==> config.mk <==
export PLATFORM = sky130hd
export DESIGN_NAME = stack_mem_controller
export DESIGN_NICKNAME = d
export VERILOG_FILES = /design/src/rtl/stack_mem_controller.sv
export SDC_FILE = /design/constraint.sdc
export NUM_CORES = 1
export LEC_CHECK = 0
export CELL_PAD_IN_SITES_DETAIL_PLACEMENT = 1
export CELL_PAD_IN_SITES_GLOBAL_PLACEMENT = 2
export CORE_UTILIZATION = 28
export CTS_CLUSTER_SIZE = 10
export DETAILED_ROUTE_END_ITERATION = 8
export GPL_TIMING_DRIVEN = 0
export PLACE_DENSITY = 0.94
export SETUP_SLACK_MARGIN = 0.02
export SYNTH_ARGS = -nofsm -noshare
export SYNTH_HDL_FRONTEND = slang
export SYNTH_SLANG_ARGS = --single-unit
==> constraint.sdc <==
create_clock -name clk -period 4.6 [get_ports clk]
set_clock_uncertainty 0.05 [all_clocks]
set_input_delay 0.92 -clock clk [delete_from_list [all_inputs] [get_ports clk]]
set_output_delay 0.92 -clock clk [all_outputs]
set_load 0.01 [all_outputs]
==> src/rtl/stack_mem_controller.sv <==
// Memory-stage sequencer: owns the stack pointer and turns LOAD/STORE/PUSH/POP/CALL/RET
// into per-cycle strobes on a 16-bit memory, splitting 32-bit PC transfers into two accesses.
module stack_mem_controller #(
   parameter int DATA_WIDTH = 16,
   parameter int ADDR_WIDTH = 32,
   parameter int MEM_BITS   = 11,
   parameter int STACK_BASE = 1024
) (
   input  logic                  clk,
   input  logic                  rst,
   input  logic                  op_valid,
   input  logic [2:0]            op_code,
   input  logic [ADDR_WIDTH-1:0] addr_in,
   input  logic [DATA_WIDTH-1:0] wdata_in,
   input  logic [31:0]           pc_in,
   output logic                  ready,
   output logic                  mem_we,
   output logic                  mem_re,
   output logic [ADDR_WIDTH-1:0] mem_addr,
   output logic [DATA_WIDTH-1:0] mem_wdata,
   input  logic [DATA_WIDTH-1:0] mem_rdata,
   output logic                  load_valid,
   output logic [DATA_WIDTH-1:0] load_data,
   output logic                  pc_valid,
   output logic [31:0]           pc_out,
   output logic [MEM_BITS-1:0]   sp,
   output logic                  addr_err,
   output logic                  stack_ovf,
   output logic                  stack_unf
);
   localparam logic [MEM_BITS-1:0] SP_TOP     = '1;
   localparam logic [MEM_BITS-1:0] SP_BASE    = MEM_BITS'(STACK_BASE);
   localparam logic [MEM_BITS-1:0] SP_RET_MAX = SP_TOP - MEM_BITS'(2);
   localparam logic [2:0] OP_LOAD  = 3'd1;
   localparam logic [2:0] OP_STORE = 3'd2;
   localparam logic [2:0] OP_PUSH  = 3'd3;
   localparam logic [2:0] OP_POP   = 3'd4;
   localparam logic [2:0] OP_CALL  = 3'd5;
   localparam logic [2:0] OP_RET   = 3'd6;

   typedef enum logic [1:0] {S_IDLE = 2'd0, S_CALL2 = 2'd1, S_RET2 = 2'd2} state_t;

   state_t                state_q;
   logic [MEM_BITS-1:0]   sp_q;
   logic [15:0]           half_q;
   logic                  load_valid_q;
   logic [DATA_WIDTH-1:0] load_data_q;
   logic                  pc_valid_q;
   logic [31:0]           pc_out_q;
   logic                  addr_err_q;
   logic                  ovf_q;
   logic                  unf_q;

   logic                  addr_oob;
   logic                  push_ok;
   logic                  pop_ok;
   logic                  call_ok;
   logic                  ret_ok;
   logic [MEM_BITS-1:0]   sp_m1;
   logic [MEM_BITS-1:0]   sp_p1;
   logic [MEM_BITS-1:0]   sp_p2;

   assign addr_oob = |addr_in[ADDR_WIDTH-1:MEM_BITS];
   assign sp_m1    = sp_q - MEM_BITS'(1);
   assign sp_p1    = sp_q + MEM_BITS'(1);
   assign sp_p2    = sp_q + MEM_BITS'(2);
   assign push_ok  = sp_q >= SP_BASE;
   assign pop_ok   = sp_q != SP_TOP;
   assign call_ok  = sp_q > SP_BASE;
   assign ret_ok   = sp_q <= SP_RET_MAX;

   // Strobes are decoded straight from state and the live request; ready drops only
   // while a legal CALL/RET is in its first half so the requester holds it one more cycle.
   always_comb begin
      mem_we    = 1'b0;
      mem_re    = 1'b0;
      mem_addr  = '0;
      mem_wdata = '0;
      ready     = 1'b1;
      case (state_q)
         S_IDLE: begin
            if (op_valid) begin
               case (op_code)
                  OP_LOAD: if (!addr_oob) begin
                     mem_re   = 1'b1;
                     mem_addr = addr_in;
                  end
                  OP_STORE: if (!addr_oob) begin
                     mem_we    = 1'b1;
                     mem_addr  = addr_in;
                     mem_wdata = wdata_in;
                  end
                  OP_PUSH: if (push_ok) begin
                     mem_we    = 1'b1;
                     mem_addr  = ADDR_WIDTH'(sp_q);
                     mem_wdata = wdata_in;
                  end
                  OP_POP: if (pop_ok) begin
                     mem_re   = 1'b1;
                     mem_addr = ADDR_WIDTH'(sp_p1);
                  end
                  OP_CALL: if (call_ok) begin
                     mem_we    = 1'b1;
                     mem_addr  = ADDR_WIDTH'(sp_q);
                     mem_wdata = DATA_WIDTH'(pc_in[31:16]);
                     ready     = 1'b0;
                  end
                  OP_RET: if (ret_ok) begin
                     mem_re   = 1'b1;
                     mem_addr = ADDR_WIDTH'(sp_p1);
                     ready    = 1'b0;
                  end
                  default: ;
               endcase
            end
         end
         S_CALL2: begin
            mem_we    = 1'b1;
            mem_addr  = ADDR_WIDTH'(sp_m1);
            mem_wdata = DATA_WIDTH'(half_q);
         end
         S_RET2: begin
            mem_re   = 1'b1;
            mem_addr = ADDR_WIDTH'(sp_p2);
         end
         default: ;
      endcase
   end

   always_ff @(posedge clk or posedge rst) begin
      if (rst) begin
         state_q      <= S_IDLE;
         sp_q         <= SP_TOP;
         half_q       <= '0;
         load_valid_q <= 1'b0;
         load_data_q  <= '0;
         pc_valid_q   <= 1'b0;
         pc_out_q     <= '0;
         addr_err_q   <= 1'b0;
         ovf_q        <= 1'b0;
         unf_q        <= 1'b0;
      end else begin
         load_valid_q <= 1'b0;
         pc_valid_q   <= 1'b0;
         case (state_q)
            S_IDLE: begin
               if (op_valid) begin
                  case (op_code)
                     OP_LOAD: begin
                        if (addr_oob) addr_err_q <= 1'b1;
                        else begin
                           load_valid_q <= 1'b1;
                           load_data_q  <= mem_rdata;
                        end
                     end
                     OP_STORE: if (addr_oob) addr_err_q <= 1'b1;
                     OP_PUSH: begin
                        if (push_ok) sp_q <= sp_m1;
                        else ovf_q <= 1'b1;
                     end
                     OP_POP: begin
                        if (pop_ok) begin
                           sp_q         <= sp_p1;
                           load_valid_q <= 1'b1;
                           load_data_q  <= mem_rdata;
                        end else unf_q <= 1'b1;
                     end
                     OP_CALL: begin
                        if (call_ok) begin
                           half_q  <= pc_in[15:0];
                           state_q <= S_CALL2;
                        end else ovf_q <= 1'b1;
                     end
                     OP_RET: begin
                        if (ret_ok) begin
                           half_q  <= mem_rdata[15:0];
                           state_q <= S_RET2;
                        end else unf_q <= 1'b1;
                     end
                     default: ;
                  endcase
               end
            end
            S_CALL2: begin
               sp_q    <= sp_q - MEM_BITS'(2);
               state_q <= S_IDLE;
            end
            S_RET2: begin
               pc_out_q   <= {mem_rdata[15:0], half_q};
               pc_valid_q <= 1'b1;
               sp_q       <= sp_p2;
               state_q    <= S_IDLE;
            end
            default: state_q <= S_IDLE;
         endcase
      end
   end

   assign load_valid = load_valid_q;
   assign load_data  = load_data_q;
   assign pc_valid   = pc_valid_q;
   assign pc_out     = pc_out_q;
   assign sp         = sp_q;
   assign addr_err   = addr_err_q;
   assign stack_ovf  = ovf_q;
   assign stack_unf  = unf_q;
endmodule

==> impl_metrics.csv <==
group,metric,value,unit
clocking,cts_made_buffers,9,
placement,post-place-ws,-0.762,ns
layout,synthToLayoutAreaGrowth,50.0,%
floorplan,start_util,0.287,
sta,finalSetupTns,0,ns
grt,antenna_found_initial,0,
sta,worst_slack,0.112,ns
layout,fin_util,0.431,
synth,ys_top_cells_by_area,"dfrtp_1 (30%), mux2_2 (13%), nand2_1 (5.3%)",
pwr,ir_worst_vdd,255,uV
synth,synthArstFlopShare,1.00,
layout,num_antenna_cells,0,
routing,via_per_inst,5.35,
hold_path,hp-class,"reg -> reg",
sta,rsz0062_at_grt,"false",
worst_setup_path,cp_max_fo,10,
floorplan,die_height,146,um
synth,netlist_top_cells_count,"nand2_1 (82), dfrtp_1 (71), mux2_2 (66), o21ai_0 (28), clkbuf_1 (23)",
routing,dr.pass1.iters,5,
routing,first_iter_violations,394,
worst_setup_path,cp-end-kind,"output port",
layout,nFillCells,2365,
pwr,p_leak,3.55,nW
synth,synthDistinctLibCells,71,
worst_setup_path,cp.required,3.63,ns
synth,synthFlopType,"dfrtp_1",
clocking,clock-sinks,82,
clocking,clk_path_buf_depth,2,
worst_setup_path,crit_path_start_kind,"input port",
synth,synthesis.area,5830,um^2
synth,synth.most_common_cell,"nand2_1",
grt,grt_usage,0.232,
routing,wl,25.1,mm
synth,synth_area_leader_cell,"dfrtp_1",
sta,fin_crit_sh,0.976,
layout,drive_gt1_frac,0.197,
sta,hold_violations,0,
synth,yosysSeqAreaShare,0.354,
clocking,cts-root-buf,"clkbuf_16",
placement,hpwlAfterDp,19.1,mm
sta,slew_headroom,0.440,
routing,route.detailed.drc,0,
floorplan,fp-row-count,52,
sta,finalSetupViolations,0,
worst_setup_path,worstPathArrival,3.52,ns
synth,ys_warn_count,0,
floorplan,ios,217,
layout,fin_area,8750,um^2
synth,yosys.area_share.xor_xnor,0.0375,
sta,hold_slack,0.434,ns
sta,slew_viol_final,0,
pwr,power_density,562,nW/um^2
synth,synth_top_family_by_area,"compound AO/OA/AOI/OAI gates",
synth,synth.top_cell.area_share,0.305,
placement,placed_cell_area,8230,um^2
synth,synth_compound_gate_area_share,0.198,
placement,gp_congestion,0.935,
synth,synth-simple-area-share,0.177,
grt,grt_pass1_wl,37.9,mm
placement,port_buffers,195,
floorplan,die-area,21400,um^2
routing,vias,6093,
sta,finalCriticalPeriod,4.49,ns
synth,synth-edff-count,0,
sta,max_freq,0.223,GHz
worst_setup_path,critPathKind,"in -> out",
layout,final_nets,977,
synth,avgSynthCellArea,9.23,um^2
grt,grt_pass1_vias,6285,
grt,grt_max_degree,53,
synth,synth_mux_area_frac,0.136,
clocking,htree_num_levels,3,
synth,synth_fa_ha_area_frac,0.0257,
clocking,clock_latency,0.35,ns
clocking,cts_tree,"yes",
worst_setup_path,r2r_slack,1.00,ns
clocking,cts.clk_slew.worst_paths,0.07,ns
synth,ys_ff_latch,82,
routing,postRouteAntennaNets,0,
grt,grt_overflow,0,
floorplan,core,20300,um^2
flow_run,drv_cap,0,
sta,worstMarginPinSlew,0.833,ns
run_status,status,"finished clean",
synth,postSynthCellCount,632,
routing,routedWlPerCell,22.1,um
floorplan,dieWidth,146,um
==> critical path: stages <==
cell and delay, ns:
clkdlybuf4s50_1 0.44, nor4_2 0.32, nand4_1 0.14, buf_4 0.20, o31ai_1 0.19, and3_2 0.36
clkbuf_4 0.27, a21o_1 0.13, clkdlybuf4s50_1 0.55
==> worst paths after layout <==
check / endpoint / depth (start not counted) / start
max: mem_wdata[4] / 9 / addr_in[17]
min: addr_err / 2 / addr_err
max reg2reg: load_data[5] / 7 / sp[0]
min reg2reg: addr_err / 2 / addr_err
max in group asynchronous: sp[10] / 3 / rst
min in group asynchronous: load_data[10] / 2 / rst
==> flip-flops by register name, indices dropped and copies added, names as in the netlist <==
name	flops
sp	11
pc_valid	1
stack_ovf	1
pc_out	32
half_q	16
stack_unf	1
state_q	2
addr_err	1
load_valid	1
load_data	16
==> cell families after synthesis <==
group,count (synthesis)
flip-flops,82
buffers and inverters,84
XOR/XNOR,25
AND/OR/NAND/NOR,199
adder cells (fa/ha/maj),12
other,1
AO/OA/AOI/OAI,158
multiplexers,71
==> cells in the final DEF (no fill, tap or decap), types with 12 or more instances in the layout <==
master,n
a21o_1,17
a21oi_1,15
a22o_1,16
buf_4,30
clkbuf_1,16
clkdlybuf4s50_1,194
conb_1,21
dfrtp_1,71
ha_1,12
inv_1,16
mux2_2,66
nand2_1,82
nand3_1,15
nor2_1,15
nor3_1,16
nor4_1,12
o21ai_0,27
xnor2_1,21
==> metrics by stage <==
step | total power, mW | std cells
floorplan | 2.80 | 652
global placement | 4.00 | 1117
detailed placement | 4.10 | 1118
CTS | 4.91 | 1132
global route | 5.19 | 1138
finish | 4.92 | 1138
==> power breakdown <==
part / internal [mW] / switching (mW)
registers: 1.09 / 0.289
logic: 1.35 / 1.39
clock network: 0.457 / 0.331
==> cell type report <==
cell class / count / area [um^2] / share of cell area
Buffer: 61 / 355 / 0.0406
Clock buffer: 12 / 256 / 0.0293
Clock inverter: 4 / 56.3 / 0.00643
Inverter: 19 / 73.8 / 0.00844
Multi-Input combinational cell: 486 / 3540 / 0.405
Sequential cell: 82 / 2070 / 0.236
Tap cell: 270 / 338 / 0.0386
Timing Repair Buffer: 204 / 2060 / 0.236
==> what timing repair did <==
| action | in CTS | in global routing |
|---|---|---|
| gates resized for setup | 22 | 16 |
| hold buffers | 0 | 0 |
| setup buffers | 2 | 6 |
| setup endpoints to repair | 28 | 20 |
| pin swaps | 2 | 4 |
==> metal layers <==
metal  track usage  share of wire  wire (um)  vias up
met5             0              0          0        -
met4        0.0750          0.026        663        0
met3        0.0356          0.062       1570       45
met2         0.388           0.48      12100      226
met1         0.307           0.43      10800     3071
li1              -              -          -     2751
No activity file was read; power rests on OpenSTA's default activity.
